<file path="config.mk">
export PLATFORM = sky130hd
export DESIGN_NAME = pipe_ctrl
export DESIGN_NICKNAME = d
export VERILOG_FILES = /design/src/rtl/pipe_ctrl.sv
export SDC_FILE = /design/constraint.sdc
export NUM_CORES = 1
export LEC_CHECK = 0
export ABC_AREA = 1
export BUFFER_PORTS_ARGS = -buffer_cell sky130_fd_sc_hd__buf_2
export CAP_MARGIN = 10
export CORE_MARGIN = 2
export CORE_UTILIZATION = 40
export DETAILED_ROUTE_END_ITERATION = 16
export GPL_ROUTABILITY_DRIVEN = 0
export PLACE_DENSITY = 0.69
export SYNTH_ARGS = -nofsm -noshare
export SYNTH_HDL_FRONTEND = slang
export SYNTH_SLANG_ARGS = --single-unit
</file>
<file path="constraint.sdc">
create_clock -name clk -period 1.71 [get_ports clk]
set_input_delay 0.171 -clock clk [delete_from_list [all_inputs] [get_ports clk]]
set_output_delay 0.171 -clock clk [all_outputs]
set_load 0.005 [all_outputs]
</file>
<file path="src/rtl/pipe_ctrl.sv">
// Pipeline control FSM: branch flush, halt/single-step debug and load-use stall.
// Outputs decode only from registered state, counters and the pc strobe/target registers.
module pipe_ctrl #(
  parameter int unsigned FLUSH_DEPTH = 2,
  parameter int unsigned LU_STALL    = 1
) (
  input  logic        clk,
  input  logic        rst,
  input  logic        branch_taken_in,
  input  logic [23:0] branch_target_in,
  input  logic        halt_in,
  input  logic        resume_in,
  input  logic        step_in,
  input  logic        load_use_in,
  output logic        en_front_out,
  output logic        en_back_out,
  output logic        bubble_out,
  output logic        flush_out,
  output logic        pc_load_out,
  output logic [23:0] pc_target_out,
  output logic        halted_out,
  output logic [1:0]  state_out
);

  typedef enum logic [1:0] {
    S_RUN   = 2'd0,
    S_FLUSH = 2'd1,
    S_HALT  = 2'd2,
    S_STEP  = 2'd3
  } state_t;

  localparam logic [2:0] FLUSH_INIT = 3'(FLUSH_DEPTH);
  localparam logic [2:0] STALL_INIT = 3'(LU_STALL);

  state_t      state_q, state_d;
  logic [2:0]  flush_cnt_q, flush_cnt_d;
  logic [2:0]  stall_cnt_q, stall_cnt_d;
  logic [23:0] pc_target_q, pc_target_d;
  logic        pc_load_q, pc_load_d;
  logic        stalling;

  always_ff @(posedge clk or posedge rst) begin
    if (rst) begin
      state_q     <= S_RUN;
      flush_cnt_q <= '0;
      stall_cnt_q <= '0;
      pc_target_q <= '0;
      pc_load_q   <= 1'b0;
    end else begin
      state_q     <= state_d;
      flush_cnt_q <= flush_cnt_d;
      stall_cnt_q <= stall_cnt_d;
      pc_target_q <= pc_target_d;
      pc_load_q   <= pc_load_d;
    end
  end

  always_comb begin
    state_d     = state_q;
    flush_cnt_d = flush_cnt_q;
    stall_cnt_d = stall_cnt_q;
    pc_target_d = pc_target_q;
    pc_load_d   = 1'b0;
    case (state_q)
      S_RUN: begin
        if (branch_taken_in) begin
          state_d     = S_FLUSH;
          flush_cnt_d = FLUSH_INIT;
          stall_cnt_d = '0;
          pc_target_d = branch_target_in;
          pc_load_d   = 1'b1;
        end else if (halt_in) begin
          state_d     = S_HALT;
          stall_cnt_d = '0;
        end else if (stall_cnt_q != '0) begin
          // an active stall is neither reloaded nor extended by a new hazard
          stall_cnt_d = stall_cnt_q - 3'd1;
        end else if (load_use_in) begin
          stall_cnt_d = STALL_INIT;
        end
      end
      S_FLUSH: begin
        flush_cnt_d = (flush_cnt_q == '0) ? '0 : flush_cnt_q - 3'd1;
        if (flush_cnt_q <= 3'd1) state_d = S_RUN;
      end
      S_HALT: begin
        if (resume_in)    state_d = S_RUN;
        else if (step_in) state_d = S_STEP;
      end
      S_STEP: begin
        if (branch_taken_in) begin
          state_d     = S_FLUSH;
          flush_cnt_d = FLUSH_INIT;
          stall_cnt_d = '0;
          pc_target_d = branch_target_in;
          pc_load_d   = 1'b1;
        end else begin
          state_d = S_HALT;
        end
      end
      default: state_d = S_RUN;
    endcase
  end

  assign stalling      = (state_q == S_RUN) && (stall_cnt_q != '0);
  assign en_front_out  = (state_q != S_HALT) && !stalling;
  assign en_back_out   = (state_q != S_HALT);
  assign bubble_out    = (state_q == S_FLUSH) || stalling;
  assign flush_out     = (state_q == S_FLUSH);
  assign halted_out    = (state_q == S_HALT);
  assign state_out     = state_q;
  assign pc_load_out   = pc_load_q;
  assign pc_target_out = pc_target_q;

endmodule

</file>
== After elaboration in Yosys (flattened, before gate mapping) ==
Index checks and enable logic that the tools add are counted.
Word-level totals
  flip-flop bits (word level): 33
  bits of input ports: 31
  output and inout bits: 32
  logic and storage cells: 50
Operators by class
  add/sub/neg operators: 2
  order comparisons: 1
  equal/unequal tests: 10
  muxes and demuxes: 18
  reductions and logical operators: 14
Operator list (count)
  two-way mux 3 bit: 7
  two-way mux 2 bit: 6
  one-hot mux 3 bit (2 select lines): 2
  one-hot mux 2 bit (4 select lines): 1
  inequality test 3 bit, second input constant: 2
  AND reduction 3 bit: 2
  subtractor 3 x 1 -> 3 bit, second input constant: 2
  inequality test 5 x 4 -> 1 bit, second input constant: 1
  equality test 2 bit, second input constant: 2
  inequality test 2 x 1 -> 1 bit, second input constant: 2
  inequality test 2 bit, second input constant: 2
  AND reduction 2 bit: 2
  nonzero test 2 bit: 2
  <= comparator 3 x 1 -> 1 bit, second input constant: 1
  zero test 3 bit: 1
  nonzero test 3 bit: 1
  equality test 2 x 1 -> 1 bit, second input constant: 1
  logical AND 1 bit: 2
  zero test 2 bit: 1
  two-way mux 1 bit: 2
  OR reduction 2 bit: 1
  zero test 1 bit: 1
  logical OR 1 bit: 1

== Logic depth before layout (Yosys ltp) ==
  word-level depth: 5
  gate-level depth with buffers: 9
  gate-level depth less buffers: 9

== Worst setup path before layout ==
No wires, ideal clock.
  path type: register to register
  from: reg state_q[0], in the netlist state_out[0]
  to: reg pc_target_q[0], in the netlist pc_target_out[0]
  arrival: 1325 ps
  data required time: 1594 ps
  slack: 269 ps
  cell stages (with the launch flop): 8
  buffers on the path: 1
  period minus slack after synthesis: 1441 ps
  path through: dfrtp_1 inv_1 ha_1 nor2_8 inv_4 buf_6 nand2_1 nand2_1
On the way
  word-level cells in the longest chain between the ends: 3
  elaborated cells on any way between the ends: 4
  classes of those cells: eq/ne (1); reduce/logical (3)
Ends and longest elaborated chain
  from (decl): RTL line 35  | state_t state_q, state_d;
  from (signal assigned): RTL line 50  | state_q <= state_d;
  equality test 2 bit / zero test 2 bit (equally long branches): RTL line 64  | case (state_q)
  OR reduction 2 bit (no line) *
  AND reduction 2 bit (no line) *
  to (signal assigned): RTL line 53  | pc_target_q <= pc_target_d;
  to (decl): RTL line 38  | logic [23:0] pc_target_q, pc_target_d;
Every way passes the cells marked *; elsewhere a longest branch is shown, timed or not.
A chain may end at the register's enable or synchronous reset.

== Worst setup path in the final report ==
  from: reg state_q[0], in the netlist state_out[0]
  to: out bubble_out
On the way
  word-level cells in the longest chain between the ends: 3
  elaborated cells on any way between the ends: 4
  classes of those cells: eq/ne (1); reduce/logical (3)
Ends and longest elaborated chain
  zero test 2 bit: RTL line 105  | assign stalling = (state_q == S_RUN) && (stall_cnt_q != '0);
  logical AND 1 bit: RTL line 105
  logical OR 1 bit *: RTL line 108  | assign bubble_out = (state_q == S_FLUSH) || stalling;
  to (decl): RTL line 17  | output logic bubble_out,
Marks and branches as above.

==> flow_summary.yaml <==
outcome:
  status: "finished, final reports clean"
global_route:
  grt_max_degree: 34
  antenna_found_initial: 0
  grt_pass1_vias: 1269
  track_usage_pct: 16.5
  grt_pass1_wl_um: 5430
  grt_overflow: 0
pwr:
  swShare_pct: 39.2
  vdd_ir_drop_max_uv: 725
  p_total_mw: 3.41
  p_per_area_nw_per_um2: 1690
  clkPwrFrac_pct: 16.2
  pwr-share-seq_pct: 38.9
  power.leakage_nw: 1.19
  power.switching_mw: 1.33
  cellInternalPower_mw: 2.07
  combPwrFrac_pct: 44.9
final_layout:
  diodes: 0
  drive_gt1_share_pct: 29.8
  fillerInstances: 387
  nets: 298
  final_cell_count_no_fill: 310
  area_delta_synth_final_pct: 30.4
clocking:
  htreeDepth: 2
  clk_pin_slew_ns: 0.07
  cts_tree: "done"
  cts_root_buffer: "clkbuf_8"
  clock_latency_ns: 0.28
  cts_sinks: 33
  post_cts_buffers: 0
  cts_buffers: 5
  cts_max_path_buffers: 2
timing:
  setup_tns_ns: 0
  slew_violations: 0
  rsz0062_at_grt: "false"
  min_period_ns: 1.55
  fin_skew_ns: 0.00192
  setup_viol: 0
  fmaxAchievable_mhz: 644
  tightest_slew_ns: 0.421
  fin_crit_sh_pct: 90.9
  maxSlewHeadroom_pct: 72.0
  hold_viol_final: 0
setup_path:
  crit_buf_inv: 3
  cp_slowest_cell: "dfrtp_1"
  crit_family: "flip-flops"
  end_kind: "primary output"
  worstReg2RegStart: "state_out[0]$_DFFE_PP0P_"
  crit_top_cell: "inv_1"
  crit_arrival_ns: 1.38
  cp-start-kind: "register"
  cp_cell_sequence: "inv_1 -> ha_1 -> inv_1 -> o21bai_1 -> buf_2"
  cp.required_ns: 1.54
  r2r-end: "pc_target_out[20]$_DFFE_PP0P_"
  critPathKind: "reg -> out"
  critical_path.max_fanout: 5
  ff2ff_setup_slack_ns: 0.16
  slowest_delay_ns: 0.43
  rr_worst_depth: 7
logic_synthesis:
  netlist_instances: 192
  synth_common_cells: "nand2_1 (97), dfrtp_1 (33), inv_1 (16)"
  synth_area_um2: 1540
  synth_top_area_share_pct: 53.5
  synth_seq_area_share_pct: 53.5
  synth_ff_type: "dfrtp_1"
  synth_seq_cells: 33
  synth_nets: 229
  async_flop_share_pct: 100
  syn-mean-instance-area_um2: 8.04
  synth.most_common_cell: "nand2_1"
  synth_top_area_cell: "dfrtp_1"
  synth_cell_types: 17
  synth_edf_count: 0
  yosys_warnings: 0
  synth_area_leaders: "dfrtp_1 (53%), nand2_1 (24%), ha_1 (4.9%), inv_1 (3.9%), nor2_1 (2.9%)"
die:
  die-area_um2: 4370
  ios: 63
  die-height_um: 66.1
  row_count: 22
  core_um2: 3690
  start_util_pct: 41.9
  fp.dieW_um: 66.1
min_path:
  hold_class: "in -> reg"
  hold_end: "pc_target_out[12]$_DFFE_PP0P_"
  hold_start: "branch_target_in[12]"
  hold_path_depth: 3
placement:
  portBuffers: 62
  dpl.cell_count: 301
  hpwl_um: 2380
job:
  maxCapViolations: 0
routing:
  firstDrtPassIters: 4
  finalWirelength_um: 3270
  drc_errors: 0
  wire_per_inst_um: 10.6
  num_vias: 1365
  via_per_inst: 4.40
  ant_nets: 0
  drt-initial-drc-count: 65
-- per-layer routing --
layer / vias to the layer above / GRT usage [%] / wire length, um
li1: 716 / - / -
met1: 604 / 20.0 / 1520
met2: 45 / 26.5 / 1480
met3: 0 / 6.98 / 269
met4: 0 / 5.36 / 0
met5: - / 0 / 0
-- flip-flops by register name, indices dropped and copies added, names as in the netlist --
name / cells
pc_load_out: 1
state_out: 2
pc_target_out: 24
flush_cnt_q: 3
stall_cnt_q: 3
-- power by group through the flow --
stage	clock network (mW)	logic, mW	registers, mW
global route	0.620	1.76	1.37
global placement	0	1.51	1.33
finish	0.552	1.53	1.33
CTS	0.574	1.55	1.33
detailed placement	0	1.55	1.33
floorplan	0	0.931	1.35
-- how the worst max path moves through the flow --
stage	start	end	slack, ns	cells past startpoint
final	state_out[0]$_DFFE_PP0P_	bubble_out	0.16	5
after global routing	state_out[0]$_DFFE_PP0P_	bubble_out	0.05	5
after CTS	state_out[0]$_DFFE_PP0P_	pc_target_out[23]$_DFFE_PP0P_	0.12	6
after detailed placement	state_out[0]$_DFFE_PP0P_	pc_target_out[23]$_DFFE_PP0P_	0.13	6
after global placement	state_out[0]$_DFFE_PP0P_	pc_target_out[23]$_DFFE_PP0P_	0.20	6
after floorplan	state_out[0]$_DFFE_PP0P_	pc_target_out[0]$_DFFE_PP0P_	0.27	7
-- worst min-delay path, delay by kind of cell --
kind                   cells  cell delay (ns)
and+or+nand+nor            2             0.09
buffers and inverters      1             0.07
-- final cells by class --
class                      count  area [um2]  area share [%]
tap                           48        60.1            2.98
clock inverter                 2        10.0           0.497
sequential                    33         826            41.0
clock buffer                   6        72.6            3.60
inverter                      20        77.6            3.85
multi-input combinational    135         608            30.2
timing repair buffer          66         359            17.8
-- cells in the final DEF, fill, tap and decap left out, types with 3 or more instances in the layout --
cell type | synthesis | layout
inv_2 | 3 | 3
inv_1 | 16 | 16
nand2_1 | 97 | 97
dfrtp_1 | 33 | 33
buf_2 | 2 | 62
clkbuf_8 | 0 | 5
o21ai_1 | 5 | 5
ha_1 | 6 | 6
nor2_1 | 12 | 12
nand3_1 | 5 | 5
a21oi_1 | 4 | 4
-- repair_timing --
item,in CTS,in global routing
resized for setup,0,1
endpoints found under the hold margin,33,0
hold buffers,1,0
endpoints found under the setup margin,0,4
-- cells by family (layout without fill, tap and decap cells) --
kind of cell	count (synthesis)	after routing	share of synthesized area [%]
buffers and inverters	24	94	7.13
DFF	33	33	53.5
AOI/OAI and AO/OA	13	13	4.62
adders and majority gates	6	6	4.86
and+or+nand+nor	116	116	29.9
-- metrics by stage --
step                hold WS, ns  instance area, um2  setup slack, ns  util [%]
finish                   0.0884                2010            0.156      54.6
global placement          0.278                1920            0.199      52.0
floorplan                 0.288                1540            0.269         -
CTS                      0.0770                2010            0.125      54.5
global route             0.0786                2010           0.0546      54.6
detailed placement        0.285                1920            0.133      52.0
Note: power is estimated with default switching activity, not from simulation.
